===== config.mk =====
export PLATFORM = sky130hd
export DESIGN_NAME = inst_encoder_flat
export DESIGN_NICKNAME = d
export VERILOG_FILES = /design/src/rtl/inst_encoder_if.sv /design/src/rtl/inst_encoder.sv /design/src/flat_wrapper.sv
export SDC_FILE = /design/constraint.sdc
export NUM_CORES = 1
export LEC_CHECK = 0
export BUFFER_PORTS_ARGS = -buffer_cell sky130_fd_sc_hd__buf_4
export CAP_MARGIN = 30
export CORE_MARGIN = 3
export CORE_UTILIZATION = 55
export CTS_BUF_LIST = sky130_fd_sc_hd__clkbuf_4 sky130_fd_sc_hd__clkbuf_8 sky130_fd_sc_hd__clkbuf_16
export DETAILED_ROUTE_END_ITERATION = 16
export GPL_TIMING_DRIVEN = 1
export PLACE_DENSITY = 0.87
export SYNTH_ARGS = -nofsm -noshare
export SYNTH_HDL_FRONTEND = slang
export SYNTH_SLANG_ARGS = --single-unit

===== constraint.sdc =====
create_clock -name clk -period 5.1 [get_ports clk]
set_input_delay 0.765 -clock clk [delete_from_list [all_inputs] [get_ports clk]]
set_output_delay 0.765 -clock clk [all_outputs]
set_load 0.01 [all_outputs]

===== src/rtl/inst_encoder_if.sv =====
// Instruction-field input bus and encoded-word output bus of the RV32I encoder.
interface inst_encoder_if;
  logic        in_valid;
  logic        in_ready;
  logic [2:0]  fmt;
  logic [6:0]  opcode;
  logic [2:0]  funct3;
  logic [6:0]  funct7;
  logic [4:0]  rd;
  logic [4:0]  rs1;
  logic [4:0]  rs2;
  logic [31:0] imm;
  logic        addr_load;
  logic [31:0] addr_val;
  logic        out_valid;
  logic        out_ready;
  logic [31:0] out_inst;
  logic [31:0] out_addr;
  logic        out_err;
  logic        err_sticky;

  modport master (
    output in_valid, fmt, opcode, funct3, funct7, rd, rs1, rs2, imm,
    output addr_load, addr_val, out_ready,
    input  in_ready, out_valid, out_inst, out_addr, out_err, err_sticky
  );

  modport slave (
    input  in_valid, fmt, opcode, funct3, funct7, rd, rs1, rs2, imm,
    input  addr_load, addr_val, out_ready,
    output in_ready, out_valid, out_inst, out_addr, out_err, err_sticky
  );
endinterface


===== src/rtl/inst_encoder.sv =====
// RV32I instruction encoder with address tagging; immediate range check under RANGE_CHECK_EN.
// Latency: 1 cycle from accept to out_valid through a 2-entry output FIFO.
// Backpressure: in_ready = FIFO not full, driven only from the registered count.

module fifo #(
  parameter int W     = 8,
  parameter int DEPTH = 2
) (
  input  logic         clk,
  input  logic         rst,
  input  logic         push_vld,
  output logic         push_rdy,
  input  logic [W-1:0] push_dat,
  output logic         pop_vld,
  input  logic         pop_rdy,
  output logic [W-1:0] pop_dat
);
  localparam int AW = (DEPTH > 1) ? $clog2(DEPTH) : 1;
  localparam int CW = $clog2(DEPTH + 1);

  logic [W-1:0]  mem [DEPTH];
  logic [AW-1:0] wr_ptr;
  logic [AW-1:0] rd_ptr;
  logic [CW-1:0] count;
  logic          do_push;
  logic          do_pop;

  assign push_rdy = (count < CW'(DEPTH));
  assign pop_vld  = (count != '0);
  assign pop_dat  = mem[rd_ptr];
  assign do_push  = push_vld && push_rdy;
  assign do_pop   = pop_vld && pop_rdy;

  function automatic logic [AW-1:0] ptr_inc(input logic [AW-1:0] p);
    return (p == AW'(DEPTH - 1)) ? '0 : p + AW'(1);
  endfunction

  // Storage is cleared on reset so the head reads as zero until the first push.
  always_ff @(posedge clk) begin
    if (rst) begin
      wr_ptr <= '0;
      rd_ptr <= '0;
      count  <= '0;
      for (int i = 0; i < DEPTH; i++) mem[i] <= '0;
    end else begin
      if (do_push) begin
        mem[wr_ptr] <= push_dat;
        wr_ptr      <= ptr_inc(wr_ptr);
      end
      if (do_pop) rd_ptr <= ptr_inc(rd_ptr);
      if (do_push && !do_pop)      count <= count + CW'(1);
      else if (!do_push && do_pop) count <= count - CW'(1);
    end
  end
endmodule

module inst_encoder #(
  parameter logic [31:0] BASE_ADDR = 32'h0000_0000
) (
  input  logic          clk,
  input  logic          rst,
  inst_encoder_if.slave bus
);
  typedef struct packed {
    logic [31:0] inst;
    logic [31:0] addr;
    logic        err;
  } ent_t;

  logic [31:0] enc_inst;
  logic [31:0] tag_addr;
  logic [31:0] addr_q;
  logic        word_err;
  logic        accept;
  logic        push_rdy;
  logic        pop_vld;
  ent_t        push_ent;
  ent_t        head_ent;

  always_comb begin
    enc_inst = 32'h0000_0013;
    unique case (bus.fmt)
      3'd0: enc_inst = {bus.funct7, bus.rs2, bus.rs1, bus.funct3, bus.rd, bus.opcode};
      3'd1: enc_inst = {bus.imm[11:0], bus.rs1, bus.funct3, bus.rd, bus.opcode};
      3'd2: enc_inst = {bus.imm[11:5], bus.rs2, bus.rs1, bus.funct3, bus.imm[4:0], bus.opcode};
      3'd3: enc_inst = {bus.imm[12], bus.imm[10:5], bus.rs2, bus.rs1, bus.funct3,
                        bus.imm[4:1], bus.imm[11], bus.opcode};
      3'd4: enc_inst = {bus.imm[31:12], bus.rd, bus.opcode};
      3'd5: enc_inst = {bus.imm[20], bus.imm[10:1], bus.imm[11], bus.imm[19:12],
                        bus.rd, bus.opcode};
      default: enc_inst = 32'h0000_0013;
    endcase
  end

  assign accept   = bus.in_valid && push_rdy;
  assign tag_addr = bus.addr_load ? bus.addr_val : addr_q;

  // A load in the same cycle as an accept tags that word with the loaded address.
  always_ff @(posedge clk) begin
    if (rst)              addr_q <= BASE_ADDR;
    else if (accept)      addr_q <= tag_addr + 32'd4;
    else if (bus.addr_load) addr_q <= bus.addr_val;
  end

`ifdef RANGE_CHECK_EN
  logic range_err;
  logic sticky_q;

  always_comb begin
    range_err = 1'b0;
    unique case (bus.fmt)
      3'd0:       range_err = 1'b0;
      3'd1, 3'd2: range_err = !((&bus.imm[31:11]) || !(|bus.imm[31:11]));
      3'd3:       range_err = !((&bus.imm[31:12]) || !(|bus.imm[31:12])) || bus.imm[0];
      3'd4:       range_err = (bus.imm[11:0] != 12'd0);
      3'd5:       range_err = !((&bus.imm[31:20]) || !(|bus.imm[31:20])) || bus.imm[0];
      default:    range_err = 1'b1;
    endcase
  end

  assign word_err = range_err;

  always_ff @(posedge clk) begin
    if (rst)                      sticky_q <= 1'b0;
    else if (accept && word_err)  sticky_q <= 1'b1;
  end

  assign bus.err_sticky = sticky_q;
`else
  assign word_err       = 1'b0;
  assign bus.err_sticky = 1'b0;
`endif

  assign push_ent = '{inst: enc_inst, addr: tag_addr, err: word_err};

  fifo #(.W($bits(ent_t)), .DEPTH(2)) u_out_fifo (
    .clk      (clk),
    .rst      (rst),
    .push_vld (bus.in_valid),
    .push_rdy (push_rdy),
    .push_dat (push_ent),
    .pop_vld  (pop_vld),
    .pop_rdy  (bus.out_ready),
    .pop_dat  (head_ent)
  );

  assign bus.in_ready  = push_rdy;
  assign bus.out_valid = pop_vld;
  assign bus.out_inst  = head_ent.inst;
  assign bus.out_addr  = head_ent.addr;
  assign bus.out_err   = head_ent.err;
endmodule


===== src/flat_wrapper.sv =====
// flat-port wrapper written by rule: the top's interface ports become plain ports
module inst_encoder_flat 
#(
  parameter logic [31:0] BASE_ADDR = 32'h0000_0000
)
  (clk, rst, bus_in_valid, bus_fmt, bus_opcode, bus_funct3, bus_funct7, bus_rd, bus_rs1, bus_rs2, bus_imm, bus_addr_load, bus_addr_val, bus_out_ready, bus_in_ready, bus_out_valid, bus_out_inst, bus_out_addr, bus_out_err, bus_err_sticky);
  inst_encoder_if bus_i ();
  input  logic clk;
  input  logic rst;
  input wire logic [$bits(bus_i.in_valid)-1:0] bus_in_valid;
  input wire logic [$bits(bus_i.fmt)-1:0] bus_fmt;
  input wire logic [$bits(bus_i.opcode)-1:0] bus_opcode;
  input wire logic [$bits(bus_i.funct3)-1:0] bus_funct3;
  input wire logic [$bits(bus_i.funct7)-1:0] bus_funct7;
  input wire logic [$bits(bus_i.rd)-1:0] bus_rd;
  input wire logic [$bits(bus_i.rs1)-1:0] bus_rs1;
  input wire logic [$bits(bus_i.rs2)-1:0] bus_rs2;
  input wire logic [$bits(bus_i.imm)-1:0] bus_imm;
  input wire logic [$bits(bus_i.addr_load)-1:0] bus_addr_load;
  input wire logic [$bits(bus_i.addr_val)-1:0] bus_addr_val;
  input wire logic [$bits(bus_i.out_ready)-1:0] bus_out_ready;
  output wire logic [$bits(bus_i.in_ready)-1:0] bus_in_ready;
  output wire logic [$bits(bus_i.out_valid)-1:0] bus_out_valid;
  output wire logic [$bits(bus_i.out_inst)-1:0] bus_out_inst;
  output wire logic [$bits(bus_i.out_addr)-1:0] bus_out_addr;
  output wire logic [$bits(bus_i.out_err)-1:0] bus_out_err;
  output wire logic [$bits(bus_i.err_sticky)-1:0] bus_err_sticky;
  assign bus_i.in_valid = bus_in_valid;
  assign bus_i.fmt = bus_fmt;
  assign bus_i.opcode = bus_opcode;
  assign bus_i.funct3 = bus_funct3;
  assign bus_i.funct7 = bus_funct7;
  assign bus_i.rd = bus_rd;
  assign bus_i.rs1 = bus_rs1;
  assign bus_i.rs2 = bus_rs2;
  assign bus_i.imm = bus_imm;
  assign bus_i.addr_load = bus_addr_load;
  assign bus_i.addr_val = bus_addr_val;
  assign bus_i.out_ready = bus_out_ready;
  assign bus_in_ready = bus_i.in_ready;
  assign bus_out_valid = bus_i.out_valid;
  assign bus_out_inst = bus_i.out_inst;
  assign bus_out_addr = bus_i.out_addr;
  assign bus_out_err = bus_i.out_err;
  assign bus_err_sticky = bus_i.err_sticky;
  inst_encoder #(.BASE_ADDR(BASE_ADDR)) u_core (.clk(clk), .rst(rst), .bus(bus_i));
endmodule

==> results of run 1 <==
==> worst min-delay path by stage <==
stage               slack, ns                        to
global placement         0.49                 flip-flop
global route             0.53                 flip-flop
CTS                      0.50                 flip-flop
detailed placement       0.49  u_core.u_out_fifo.rd_ptr
floorplan                0.47                 flip-flop
finish                   0.50                 flip-flop
==> routing by layer <==
metal	vias up	global-route usage [%]	wire [microns]
li1	2785	-	-
met1	2767	30.9	7590
met2	230	39.0	9380
met3	36	5.35	1380
met4	0	8.45	431
met5	-	0	0
==> cell type report <==
type	count	area share, %
Clock buffer	20	4.53
Clock inverter	12	2.01
Inverter	7	0.262
Multi-Input combinational cell	477	32.0
Sequential cell	165	45.8
Tap cell	180	2.25
Timing Repair Buffer	175	13.1
==> layout by cell type (no fill, tap or decap), types with 3 or more instances in the layout <==
cell type,synthesis,final
sky130_fd_sc_hd__nand2b_1,5,4
sky130_fd_sc_hd__edfxtp_1,128,128
sky130_fd_sc_hd__a31oi_1,3,3
sky130_fd_sc_hd__nand4_1,5,5
sky130_fd_sc_hd__nand4_2,3,3
sky130_fd_sc_hd__xor2_1,4,4
sky130_fd_sc_hd__buf_4,6,175
sky130_fd_sc_hd__nand4b_1,5,5
sky130_fd_sc_hd__inv_1,7,7
sky130_fd_sc_hd__nand2_1,30,29
sky130_fd_sc_hd__nand3_1,11,11
sky130_fd_sc_hd__a221oi_1,4,4
sky130_fd_sc_hd__xnor2_1,16,16
sky130_fd_sc_hd__nor3_1,13,13
sky130_fd_sc_hd__nor2_1,164,164
sky130_fd_sc_hd__dfxtp_1,37,36
sky130_fd_sc_hd__bufinv_16,0,5
sky130_fd_sc_hd__o21ai_0,12,12
sky130_fd_sc_hd__a21oi_1,19,19
sky130_fd_sc_hd__o21a_1,5,5
sky130_fd_sc_hd__a22oi_1,12,12
sky130_fd_sc_hd__nor4_1,3,3
sky130_fd_sc_hd__nand3b_1,7,7
sky130_fd_sc_hd__clkbuf_16,0,17
sky130_fd_sc_hd__mux2i_1,38,38
sky130_fd_sc_hd__mux2_2,67,67
sky130_fd_sc_hd__nor2b_1,15,15
==> worst register-to-register path: cells and delay by family (launching register included) <==
family,cells,cell delay [ns]
and+or+nand+nor,3,1.21
DFF,1,0.42
buffers and inverters,1,0.50
==> state kept, by name, indices dropped and copies added (netlist names), named ones only <==
signal                    cells
u_core.u_out_fifo.mem       128
u_core.addr_q                32
u_core.u_out_fifo.count       2
u_core.u_out_fifo.rd_ptr      1
u_core.u_out_fifo.wr_ptr      1
==> metrics by stage <==
| step | hold WS, ns | setup slack, ns | power (mW) | instance area, sq um | std cells |
|---|---|---|---|---|---|
| detailed placement | 0.494 | 1.66 | 2.85 | 9360 | 1004 |
| global route | 0.527 | 1.71 | 4.41 | 10000 | 1036 |
| floorplan | 0.472 | 0.621 | 2.37 | 7990 | 693 |
| CTS | 0.503 | 1.78 | 4.25 | 10000 | 1036 |
| finish | 0.499 | 1.84 | 4.22 | 10000 | 1036 |
| global placement | 0.488 | 1.75 | 2.82 | 9360 | 1004 |
==> power breakdown <==
part	switching [mW]	internal, mW	total, mW
combinational	0.533	0.532	1.06
sequential	0.0998	1.65	1.75
clock	0.509	0.894	1.40
total	1.14	3.08	4.22
==> Yosys cell counts, drive strengths merged, types with 7 or more instances <==
library cell	count	area, sq um
edfxtp	128	3840
xnor2	16	140
nand4	8	68.8
nand2	30	113
nand4b	7	91.3
buf	19	98.8
o21ai	12	60.1
dfxtp	37	741
nor2	164	616
nand3	13	82.6
nor2b	15	93.8
nand3b	8	72.6
mux2	67	754
clkbuf	25	93.8
nor3	13	65.1
mux2i	39	394
inv	7	26.3
a21oi	19	95.1
a22oi	13	111
==> cells by family (layout without fill, tap and decap cells) <==
| group | count (synthesis) | after routing | synth area share, % |
|---|---|---|---|
| other | 1 | 2 | 0.0470 |
| AO/OA/AOI/OAI | 70 | 70 | 6.13 |
| AND/OR/NAND/NOR | 277 | 277 | 16.8 |
| flip-flops | 165 | 165 | 57.4 |
| buffers and inverters | 51 | 214 | 2.74 |
| multiplexers | 106 | 106 | 14.4 |
| adder cells (fa/ha/maj) | 2 | 2 | 0.313 |
| XOR/XNOR | 20 | 20 | 2.19 |
==> flow_summary.json, run 1 <==
{
  "run_status": "complete, no violations",
  "netlist_instances": 692,
  "clockRootBuffer": "sky130_fd_sc_hd__clkbuf_16",
  "layout-area-overhead-vs-synth_pct": 25.4,
  "firstDrtPassIters": 5,
  "hold_violations": 0,
  "drc_errors": 0,
  "rr_startpoint": "u_core.u_out_fifo.count[1]",
  "wl_per_cell_microns": 18.1,
  "synth.avg_cell_area_sq_um": 11.5,
  "cp-end-kind": "primary output",
  "r2r_setup_slack_ns": 2.71,
  "crit-reg2reg-capture": "u_core.u_out_fifo.mem[0][1]",
  "post_synth_instance_area_sq_um": 7990,
  "drt_total_wl_microns": 18800,
  "setup_total_negative_slack_ns": 0,
  "buffer_depth_of_the_longest_clock_path": 2,
  "initial_utilization_pct": 56.9,
  "finalSetupViolations": 0,
  "worst_path_cell_with_the_longest_stage_delay": "sky130_fd_sc_hd__dfxtp_2",
  "synth_seq_cells": 165,
  "pin_count_of_the_biggest_net_entering_global_routing": 65,
  "crit_buf_inv": 2,
  "worst-endpoint-required_ns": 4.34,
  "family_of_cells_with_the_greatest_summed_delay_on_the_critical_path": "flip-flops",
  "skew_ns": 0.00648,
  "fill_cells": 948,
  "final_net_count": 949,
  "tritoncts.num_buffers": 17,
  "antenna_violations_before_repair": 0,
  "max_cap_viol": 0,
  "floorplan.rows": 43,
  "global_route.overflow_total": 0,
  "tritoncts": "yes",
  "slew_headroom_pct": 34.7,
  "worst_ir_drop_vdd_mv": 0.249,
  "die_area_sq_um": 16000,
  "grtUsageTotal_pct": 23.7,
  "gp_congestion": 0.867,
  "port_buffers": 169,
  "drt-vias-per-instance": 5.62,
  "grt_pass1_wl_microns": 29800,
  "cts-resized-gates": 0,
  "synth-edff-count": 128,
  "worstSetupPathType": "reg -> out",
  "post-cts-setup-buffers": 0,
  "area_taken_by_flip_flops_and_latches_sq_um": 4590,
  "insertedDiodeCount": 0,
  "reg2regPathDepth": 4,
  "layout_min_cycle_time_ns": 3.26,
  "total_leakage_power_nw": 4.12,
  "worstSetupStartpointType": "flip-flop",
  "grt_pass1_vias": 5665,
  "detail_route.iter0.violations": 474,
  "design.portCount": 172,
  "highest_cell_delay_on_the_worst_timing_path_ns": 0.98,
  "top_achievable_clock_speed_ghz": 0.307,
  "postCtsHoldBufs": 0,
  "timing.critical_path.depth": 3,
  "hp-start": "u_core.u_out_fifo.rd_ptr",
  "maxSlewViolCount": 0,
  "synth_sequential_area_ratio_pct": 57.4,
  "min_path_type": "reg -> reg",
  "place_hpwl_microns": 12400,
  "path_cells": "buf_4 -> mux2_2 -> buf_4",
  "cts.htree.levels": 4,
  "clkTransAtPathRegs_ns": 0.06,
  "ys.warnings.count": 0,
  "multi_input_gate_area_in_the_final_layout_sq_um": 3210,
  "antenna_violating_nets_post_route": 0,
  "setup_repair_after_global_routing_missed_its_margin": "false",
  "horizontal_die_dimension_microns": 127,
  "synthFlopType": "sky130_fd_sc_hd__edfxtp_1",
  "depth_of_the_worst_hold_timing_path": 2,
  "synth.lib_cells_used.distinct": 55,
  "postLayoutCoreUtil_pct": 71.3,
  "tightest_slew_ns": 0.979,
  "cts.sinks": 165,
  "timing.final.crit_share_pct": 63.8,
  "power_density_nw_per_um2": 421,
  "worst_path_most_repeated_cell": "sky130_fd_sc_hd__buf_4",
  "die-height_microns": 127,
  "ys_async_rst_share_pct": 0,
  "worst_skew_late_latency_ns": 0.42,
  "core_region_area_sq_um": 14000,
  "timing.critical_path.fanout_max": 36,
  "worstSetupEndpoint": "bus_out_inst[21]",
  "detailroute.via_count": 5818,
  "post_route_cells_drive_above_1_share_pct": 34.3,
  "arrival_ns": 2.49
}
Note: power is estimated with default switching activity, not from simulation.
==> inputs of run 2 (changes only) <==
clock period = 3.12 ns   (was 5.1 ns; I/O delays follow)
==> flow_summary.json, run 2 (synthesis results as in run 1) <==
{
  "power.total_mw": 6.63,
  "mostFrequentLayoutCells": "sky130_fd_sc_hd__buf_4, sky130_fd_sc_hd__nor2_1, sky130_fd_sc_hd__edfxtp_1, sky130_fd_sc_hd__mux2_2, sky130_fd_sc_hd__mux2i_1",
  "worst_path_cell_with_the_longest_stage_delay": "sky130_fd_sc_hd__or4_1",
  "finalSetupViolations": 0,
  "post_route_cells_drive_above_1_share_pct": 34.7,
  "detail_route.iter0.violations": 405,
  "global_route.overflow_total": 0,
  "family_of_cells_with_the_greatest_summed_delay_on_the_critical_path": "simple AND/OR/NAND/NOR gates",
  "total_leakage_power_nw": 4.14,
  "worstSetupPathType": "in -> reg",
  "run_status": "complete, no violations",
  "fill_cells": 1012,
  "worstSetupStartpointType": "primary input",
  "final_cell_area_sq_um": 10000,
  "antenna_violations_before_repair": 0,
  "cts-resized-gates": 0,
  "instances_no_fill": 1042,
  "design.portCount": 172,
  "clockRootBuffer": "sky130_fd_sc_hd__clkbuf_16",
  "drt_total_wl_microns": 19100,
  "firstDrtPassIters": 5,
  "gp_congestion": 0.835,
  "gr-usage-met3_pct": 5.14,
  "top_achievable_clock_speed_ghz": 0.443,
  "floorplan.rows": 43,
  "place_hpwl_microns": 12800,
  "r2r_setup_slack_ns": 0.97,
  "path_cells": "buf_4 -> nand4_2 -> a222oi_1 -> nand3_1 -> or4_1 -> and3b_1",
  "detailroute.via_count": 5959,
  "tritoncts": "yes",
  "setup_repair_after_global_routing_missed_its_margin": "false",
  "crit_buf_inv": 1,
  "setup_total_negative_slack_ns": 0,
  "timing.critical_path.fanout_max": 42,
  "groute.layer.met2.usage_pct": 41.2,
  "grt_pass1_vias": 6074,
  "cts.sinks": 165,
  "insertedDiodeCount": 0,
  "placement_stage_cell_area_sq_um": 9470,
  "worst-endpoint-required_ns": 3.43,
  "mostFrequentLayoutCell": "sky130_fd_sc_hd__buf_4",
  "postCtsHoldBufs": 0,
  "drt-vias-per-instance": 5.72,
  "horizontal_die_dimension_microns": 127,
  "die_area_sq_um": 16000,
  "largest_register_ff_count": 128,
  "grt_pass1_wl_microns": 30400,
  "layout-area-overhead-vs-synth_pct": 25.6,
  "skew_ns": 0.00425,
  "max_flop_register": "u_core.u_out_fifo.mem",
  "busiest_grt_layer": "met2",
  "initial_utilization_pct": 56.9,
  "biggestRegsByFlops": "u_core.u_out_fifo.mem (128), u_core.addr_q (32), u_core.u_out_fifo.count (2)",
  "power_density_nw_per_um2": 661,
  "cts.htree.levels": 4,
  "drc_errors": 0,
  "worst_skew_late_latency_ns": 0.42,
  "layout_min_cycle_time_ns": 2.26,
  "antenna_violating_nets_post_route": 0,
  "wl_per_cell_microns": 18.3,
  "tritoncts.num_buffers": 17,
  "grtUsageTotal_pct": 24.3,
  "timing.final.crit_share_pct": 72.4,
  "slew_headroom_pct": 45.8,
  "port_buffers": 169,
  "tightest_slew_ns": 0.811,
  "arrival_ns": 2.57,
  "min_path_type": "in -> reg",
  "post-cts-setup-buffers": 0,
  "max_cap_viol": 0,
  "cp-end-kind": "flip-flop",
  "die-height_microns": 127,
  "highest_cell_delay_on_the_worst_timing_path_ns": 0.51,
  "clkTransAtPathRegs_ns": 0.06,
  "final_net_count": 955,
  "dpl.cell_count": 1010,
  "use_met1_pct": 30.7,
  "buffer_depth_of_the_longest_clock_path": 2,
  "core_region_area_sq_um": 14000,
  "maxSlewViolCount": 0,
  "hold_violations": 0,
  "pin_count_of_the_biggest_net_entering_global_routing": 65,
  "worst_ir_drop_vdd_mv": 0.397
}
==> run 2: cell types whose count changed in the layout (fill, tap and decap cells not counted), moves of 2 or more <==
cell / change
sky130_fd_sc_hd__bufinv_16: -4
sky130_fd_sc_hd__buf_12: +5
sky130_fd_sc_hd__clkbuf_8: +2
sky130_fd_sc_hd__clkinv_2: +2
==> run 2: layout make-up <==
class / instances / area [sq um] / area share [%]
clock buffer: 23 / 489 / 4.88
tap: 180 / 225 / 2.24
multi-input combinational: 477 / 3210 / 32.0
timing repair buffer: 181 / 1420 / 14.2
sequential: 165 / 4590 / 45.7
inverter: 7 / 26.3 / 0.262
clock inverter: 9 / 77.6 / 0.773
==> run 2: through the flow <==
step / setup WS, ns / util (%) / hold slack (ns)
CTS: 0.917 / 71.5 / 0.330
finish: 0.862 / 71.5 / 0.343
global placement: 0.539 / 67.4 / 0.487
global route: 0.745 / 71.5 / 0.352
floorplan: 0.155 / - / 0.472
detailed placement: 0.462 / 67.4 / 0.489
==> run 2: worst reg2reg max path: cells and delay by family, from the launching register on <==
family	cells	cell delay, ns
flops	1	0.38
simple gates	4	0.88
buf+inv	1	0.62
==> run 2: final timing paths <==
| path | from | cells after the start | endpoint |
|---|---|---|---|
| setup / recovery | bus_addr_load | 6 | u_core.addr_q[30] |
| hold / removal | bus_addr_val[0] | 3 | u_core.addr_q[0] |
| setup reg to reg | u_core.u_out_fifo.count[1] | 5 | u_core.u_out_fifo.mem[1][31] |
| hold reg to reg | u_core.u_out_fifo.rd_ptr | 2 | flip-flop |
==> run 2: routing by layer <==
metal / part of all wire [%] / wire, microns
met5: 0 / 0
met2: 49 / 9340
met4: 2.3 / 443
met1: 41 / 7900
met3: 7.4 / 1420
==> run 2: power breakdown <==
| group | switching (mW) | internal [mW] |
|---|---|---|
| Clock | 0.798 | 1.18 |
| Sequential | 0.101 | 2.70 |
| Combinational | 0.936 | 0.915 |
